File: src/rtl/alu_muldiv_ctrl.sv
// EX-stage ALU control decoder with an iterative shift-add multiply / restoring divide engine and HI/LO.
// Optional feature macro ALU_SIGNED_MULDIV_EN: signed mult/div plus multu/divu.

module alu_muldiv_ctrl #(
  parameter int DATA_W = 32,
  parameter int OP_W   = 4
) (
  input  logic              clk,
  input  logic              rst_n,
  input  logic [1:0]        ALU_op,
  input  logic [5:0]        inst,
  input  logic              valid_in,
  input  logic [DATA_W-1:0] a,
  input  logic [DATA_W-1:0] b,
  output logic [OP_W-1:0]   op,
  output logic              illegal,
  output logic              stall,
  output logic              busy,
  output logic              done,
  output logic [DATA_W-1:0] hi,
  output logic [DATA_W-1:0] lo
);
  localparam int               CNT_W    = $clog2(DATA_W);
  localparam logic [CNT_W-1:0] CNT_LAST = CNT_W'(DATA_W - 1);

  localparam logic [5:0] F_ADD  = 6'b100000;
  localparam logic [5:0] F_SUB  = 6'b100010;
  localparam logic [5:0] F_AND  = 6'b100100;
  localparam logic [5:0] F_OR   = 6'b100101;
  localparam logic [5:0] F_SLT  = 6'b101010;
  localparam logic [5:0] F_ANDX = 6'b001100;
  localparam logic [5:0] F_ORX  = 6'b001101;
  localparam logic [5:0] F_MULT = 6'b011000;
  localparam logic [5:0] F_DIV  = 6'b011010;
`ifdef ALU_SIGNED_MULDIV_EN
  localparam logic [5:0] F_MULTU = 6'b011001;
  localparam logic [5:0] F_DIVU  = 6'b011011;
`endif

  typedef enum logic [1:0] {S_IDLE, S_RUN, S_DONE} state_t;

  state_t            state_q, state_d;
  logic [CNT_W-1:0]  cnt_q, cnt_d;
  logic              div_q, div_d, neg_a_q, neg_a_d, neg_b_q, neg_b_d;
  logic [DATA_W-1:0] opb_q, opb_d, work_hi_q, work_hi_d, work_lo_q, work_lo_d;
  logic [DATA_W-1:0] hi_q, hi_d, lo_q, lo_d;

  logic [3:0] op4;
  logic       md_req, md_div, md_signed, start;

  always_comb begin
    op4       = 4'b0010;
    illegal   = 1'b0;
    md_req    = 1'b0;
    md_div    = 1'b0;
    md_signed = 1'b0;
    case (ALU_op)
      2'b01: op4 = 4'b0110;
      2'b10: begin
        case (inst)
          F_ADD:  op4 = 4'b0010;
          F_SUB:  op4 = 4'b0110;
          F_AND:  op4 = 4'b0000;
          F_OR:   op4 = 4'b0001;
          F_SLT:  op4 = 4'b0111;
          F_ANDX: op4 = 4'b0000;
          F_ORX:  op4 = 4'b0001;
          F_MULT, F_DIV: begin
            md_req = 1'b1;
            md_div = inst[1];
`ifdef ALU_SIGNED_MULDIV_EN
            md_signed = 1'b1;
`endif
          end
`ifdef ALU_SIGNED_MULDIV_EN
          F_MULTU, F_DIVU: begin
            md_req = 1'b1;
            md_div = inst[1];
          end
`endif
          default: illegal = 1'b1;
        endcase
      end
      default: op4 = 4'b0010;
    endcase
  end

  assign op    = OP_W'(op4);
  assign start = valid_in & md_req & (state_q == S_IDLE);

  // Engine works on magnitudes; the sign is re-applied when HI/LO are written.
  logic a_neg, b_neg;
  assign a_neg = md_signed & a[DATA_W-1];
  assign b_neg = md_signed & b[DATA_W-1];

  // Shift-add multiply step: {work_hi, work_lo} holds partial product over remaining multiplier bits.
  logic [DATA_W:0]   mul_sum;
  logic [DATA_W-1:0] mul_hi_n, mul_lo_n;
  assign mul_sum  = {1'b0, work_hi_q} + {1'b0, (work_lo_q[0] ? opb_q : '0)};
  assign mul_hi_n = mul_sum[DATA_W:1];
  assign mul_lo_n = {mul_sum[0], work_lo_q[DATA_W-1:1]};

  // Restoring divide step: work_hi is the partial remainder, work_lo shifts dividend out and quotient in.
  logic [DATA_W:0]   div_rem_ext;
  logic              div_ok;
  logic [DATA_W-1:0] div_sub, div_hi_n, div_lo_n;
  assign div_rem_ext = {work_hi_q, work_lo_q[DATA_W-1]};
  assign div_ok      = div_rem_ext >= {1'b0, opb_q};
  assign div_sub     = DATA_W'(div_rem_ext - {1'b0, opb_q});
  assign div_hi_n    = div_ok ? div_sub : div_rem_ext[DATA_W-1:0];
  assign div_lo_n    = {work_lo_q[DATA_W-2:0], div_ok};

  logic [DATA_W-1:0]   step_hi, step_lo, quot_fix, rem_fix;
  logic [2*DATA_W-1:0] prod, prod_fix;
  logic                res_neg;
  assign step_hi  = div_q ? div_hi_n : mul_hi_n;
  assign step_lo  = div_q ? div_lo_n : mul_lo_n;
  assign res_neg  = neg_a_q ^ neg_b_q;
  assign prod     = {step_hi, step_lo};
  assign prod_fix = res_neg ? -prod : prod;
  // A zero divisor keeps the all-ones quotient regardless of the dividend sign.
  assign quot_fix = (res_neg && (opb_q != '0)) ? -step_lo : step_lo;
  assign rem_fix  = neg_a_q ? -step_hi : step_hi;

  always_comb begin
    state_d   = state_q;
    cnt_d     = cnt_q;
    div_d     = div_q;
    neg_a_d   = neg_a_q;
    neg_b_d   = neg_b_q;
    opb_d     = opb_q;
    work_hi_d = work_hi_q;
    work_lo_d = work_lo_q;
    hi_d      = hi_q;
    lo_d      = lo_q;
    case (state_q)
      S_IDLE: begin
        if (start) begin
          state_d   = S_RUN;
          cnt_d     = '0;
          div_d     = md_div;
          neg_a_d   = a_neg;
          neg_b_d   = b_neg;
          opb_d     = b_neg ? -b : b;
          work_hi_d = '0;
          work_lo_d = a_neg ? -a : a;
        end
      end
      S_RUN: begin
        cnt_d     = cnt_q + 1'b1;
        work_hi_d = step_hi;
        work_lo_d = step_lo;
        if (cnt_q == CNT_LAST) begin
          state_d = S_DONE;
          cnt_d   = '0;
          if (div_q) begin
            hi_d = rem_fix;
            lo_d = quot_fix;
          end else begin
            {hi_d, lo_d} = prod_fix;
          end
        end
      end
      S_DONE:  state_d = S_IDLE;
      default: state_d = S_IDLE;
    endcase
  end

  always_ff @(posedge clk or negedge rst_n) begin
    if (!rst_n) begin
      state_q   <= S_IDLE;
      cnt_q     <= '0;
      div_q     <= 1'b0;
      neg_a_q   <= 1'b0;
      neg_b_q   <= 1'b0;
      opb_q     <= '0;
      work_hi_q <= '0;
      work_lo_q <= '0;
      hi_q      <= '0;
      lo_q      <= '0;
    end else begin
      state_q   <= state_d;
      cnt_q     <= cnt_d;
      div_q     <= div_d;
      neg_a_q   <= neg_a_d;
      neg_b_q   <= neg_b_d;
      opb_q     <= opb_d;
      work_hi_q <= work_hi_d;
      work_lo_q <= work_lo_d;
      hi_q      <= hi_d;
      lo_q      <= lo_d;
    end
  end

  assign busy  = (state_q != S_IDLE);
  assign done  = (state_q == S_DONE);
  assign stall = start | (state_q == S_RUN);
  assign hi    = hi_q;
  assign lo    = lo_q;

endmodule

File: config.mk
export PLATFORM = sky130hd
export DESIGN_NAME = alu_muldiv_ctrl
export DESIGN_NICKNAME = d
export VERILOG_FILES = /design/src/rtl/alu_muldiv_ctrl.sv
export SDC_FILE = /design/constraint.sdc
export NUM_CORES = 1
export LEC_CHECK = 0
export ABC_AREA = 1
export CORE_MARGIN = 2
export CORE_UTILIZATION = 40
export CTS_BUF_LIST = sky130_fd_sc_hd__clkbuf_8
export CTS_CLUSTER_SIZE = 28
export DETAILED_ROUTE_END_ITERATION = 8
export SKIP_CTS_REPAIR_TIMING = 1
export SLEW_MARGIN = 10
export SYNTH_ARGS = -nofsm -noshare
export SYNTH_HDL_FRONTEND = slang
export SYNTH_SLANG_ARGS = --single-unit
File: constraint.sdc
create_clock -name clk -period 2.3 [get_ports clk]
set_clock_uncertainty 0.15 [all_clocks]
set_input_delay 0.46 -clock clk [delete_from_list [all_inputs] [get_ports clk]]
set_output_delay 0.46 -clock clk [all_outputs]
set_load 0.005 [all_outputs]
==> run_results.csv <==
group,metric,value,unit
yosys,post_synth.cell_area_avg,6.50,µm²
flow_run,max_cap_violations,0,
floorplanning,fp.dieArea,0.0335,mm²
clock_tree,clk_latency,0.53,ns
sta,max-slew-margin-rel,0.632,
clock_tree,clk_path_buf_depth,2,
outcome,status,"complete, but fails checks",
detailed_routing,finalWirelength,47700,µm
yosys,synth-edff-count,0,
sta,setup_repair_after_global_routing_missed_its_margin,"true",
global_routing,grt_pass1_wl,71600,µm
clock_tree,maximum_level_of_the_cts_h_tree,4,
pwr,leakagePower,10.2,nW
floorplanning,floorplan.initialDensity,0.407,
pwr,comb_power_share,0.605,
pwr,peakVddDrop,0.544,mV
floorplanning,io-pin-count,147,
global_routing,number_of_antenna_violations_at_the_first_check_in_global_routing,0,
critical_path,crit-reg2reg-launch,"work_lo_q[0]",
clock_tree,cts_root_buf,"clkbuf_8",
final_layout,diode_insertion_count_for_antenna_repair,0,
yosys,synth-main-ff-cell,"dfrtp_1",
final_layout,nFillCells,2866,
critical_path,timing.reg2reg.worst_path_depth,16,
clock_tree,clock_pin_slew_of_the_registers_on_the_worst_case_setup_and_hold_paths,0.11,ns
yosys,post_synth_instance_area,0.0128,mm²
floorplanning,die_width,183,µm
detailed_routing,num_vias,14300,
global_routing,grt-ovfl-total,0,
critical_path,critPathLaunchType,"register",
pwr,design_power_total,15.5,mW
final_layout,ff_latch_area,0.00421,mm²
hold_path,hold_crit_class,"input port to async pin",
critical_path,critPathMaxStageDelay,0.45,ns
detailed_routing,firstDrtPassIters,7,
detailed_routing,routedWlPerCell,17.0,µm
yosys,postSynthRegisterBits,168,
critical_path,r2r_end,"hi[27]",
yosys,synthDistinctLibCells,49,
final_layout,final_design_area_no_fill,0.0195,mm²
critical_path,cp.required,2.57,ns
place,dpl_worst_slack,-0.571,ns
final_layout,multiInputGateArea,0.00922,mm²
final_layout,final_common_cell,"nand2_1",
place,post-dp-hpwl,34800,µm
detailed_routing,ant_nets,0,
detailed_routing,drc,0,
critical_path,criticalPathCategory,"register to register",
sta,slew_viol_final,0,
final_layout,finish.net_count,2532,
final_layout,final_layout_size_suffix_gt1_frac,0.320,
sta,setup_viol,66,
sta,final_min_period_over_clock_period,1.11,
floorplanning,core.rowCount,65,
final_layout,syn2layout_area_growth,52.0,%
yosys,synthArstFlopShare,1.00,
pwr,sequential_power_share,0.245,
pwr,clockPowerShare,0.150,
pwr,power.switching,6.81,mW
pwr,cellPowerDensity,793,mW/mm²
sta,worst_slack,-0.254,ns
place,port_buffers,145,
critical_path,timing.critical_path.to_type,"register",
floorplanning,core-area,0.0316,mm²
clock_tree,cts_tree,"yes",
sta,fmaxAchievable,0.392,GHz
yosys,mapped_nets,2120,
detailed_routing,vias_per_cell,5.09,
critical_path,timing.reg2reg.setup_slack,-0.25,ns
clock_tree,cts_made_buffers,17,
pwr,intPower,8.66,mW
yosys,synthesis.instances,1975,
place,place_area,0.0168,mm²
clock_tree,clkSinkCount,168,
global_routing,grt_use_total,0.274,
floorplanning,die_height,183,µm
place,gpl.final_weighted_congestion,0.989,
critical_path,critPathMaxFanout,14,
global_routing,first_global_vias,13700,
yosys,synth.yosys.seq_area_share,0.328,
critical_path,crit_path_cell_trace,"buf_12, buf_4, nand2_2, inv_2, ha_4, nand2_4, nor2_4, inv_4, nor4_4, nand2_4, nand2_2, nand2_1, nand2_1, nand2_2, nand3_2, nand2_1",
sta,finalHoldViolCount,0,
pwr,netSwitchingFraction,0.440,
sta,worst-slew-pin-transition,0.552,ns
outcome,violated_checks,"negative setup slack",
yosys,synth_warnings,0,
final_layout,mostFrequentLayoutCells,"nand2_1 (667), buf_4 (283), inv_1 (244), dfrtp_1 (164), nand3_1 (135)",
detailed_routing,detailedRoute.firstIterationViolations,965,
global_routing,grt_start_max_net_pins,67,
critical_path,slowest_cell_on_crit_path,"dfrtp_2",
sta,minimum_clock_period,2.55,ns
critical_path,cp.arrival,2.82,ns
-- cell families after synthesis --
group,after synthesis,synth area share
buf+inv,352,0.106
compound gates,172,0.0776
fa+ha+maj,70,0.0694
mux,33,0.0289
xor+xnor,26,0.0177
other cells,1,0.000292
simple gates,1153,0.372
flops,168,0.328
-- power by group through the flow --
stage | sequential [mW] | combinational (mW) | clock (mW)
CTS | 3.75 | 7.44 | 2.38
global route | 3.85 | 10.1 | 2.49
global placement | 3.79 | 7.32 | 0
finish | 3.79 | 9.36 | 2.32
detailed placement | 3.79 | 7.39 | 0
floorplan | 3.79 | 3.96 | 0
-- flip-flops by register name, summed over array words and instances (netlist names) --
| name | flops |
|---|---|
| lo | 32 |
| div_q | 1 |
| work_hi_q | 32 |
| hi | 32 |
| state_q | 2 |
| cnt_q | 5 |
| work_lo_q | 32 |
| opb_q | 32 |
-- synthesized netlist by cell type, types with 8 or more instances --
master	number	area [µm²]
dfrtp_1	168	4200
o211ai_1	18	135
xnor2_1	12	105
inv_1	280	1050
nand2_1	783	2940
buf_2	14	70.1
ha_1	68	851
nand3b_1	13	97.6
mux2_2	32	360
buf_1	8	30.0
o21ai_0	60	300
a21oi_1	60	300
nand3_1	179	896
clkbuf_1	38	143
nor3_1	26	130
nor2_1	109	409
xor2_1	14	123
nand4_1	22	138
a211oi_1	13	97.6
-- routing by layer --
layer	vias up	wire length, µm	share of wire	track usage
li1	7043	-	-	-
met1	6762	21000	0.44	0.363
met2	398	22600	0.47	0.459
met3	72	2690	0.057	0.0526
met4	0	1300	0.027	0.0736
met5	-	0	0	0
-- worst max path at each step --
stage               cells past startpoint            end  slack (ns)     startpoint
CTS                                     8        illegal       -0.57        inst[3]
finish                                 16         hi[27]       -0.25   work_lo_q[0]
global placement                        9        illegal       -0.59        inst[5]
floorplan                              19         hi[25]       -0.02   work_lo_q[0]
detailed placement                      8        illegal       -0.57        inst[3]
global route                           16  work_hi_q[12]       -0.38  work_lo_q[31]
-- worst max-delay path, delay by kind of cell (launching register included) --
| family | cells | cell delay (ns) |
|---|---|---|
| simple gates | 11 | 1.08 |
| flops | 1 | 0.45 |
| buf+inv | 4 | 0.43 |
| fa+ha+maj | 1 | 0.31 |
-- stage by stage --
step / hold WS, ns / instances / TNS [ns] / utilization
final: 0.229 / 2802 / -11.23 / 0.618
after global routing: 0.221 / 2802 / -18.38 / 0.618
after CTS: -0.372 / 2771 / -25.80 / 0.546
after detailed placement: 0.211 / 2739 / -44.84 / 0.534
after global placement: 0.208 / 2739 / -41.50 / 0.534
after floorplan: 0.0144 / 1975 / -0.0451 / -
-- cell type report --
cell class | instances | share of cell area
Multi-Input combinational cell | 1457 | 0.473
Sequential cell | 168 | 0.216
Timing Repair Buffer | 455 | 0.210
Inverter | 288 | 0.0555
Tap cell | 402 | 0.0258
Clock buffer | 18 | 0.0127
Clock inverter | 14 | 0.00814
Note: power is estimated with default switching activity, not from simulation.
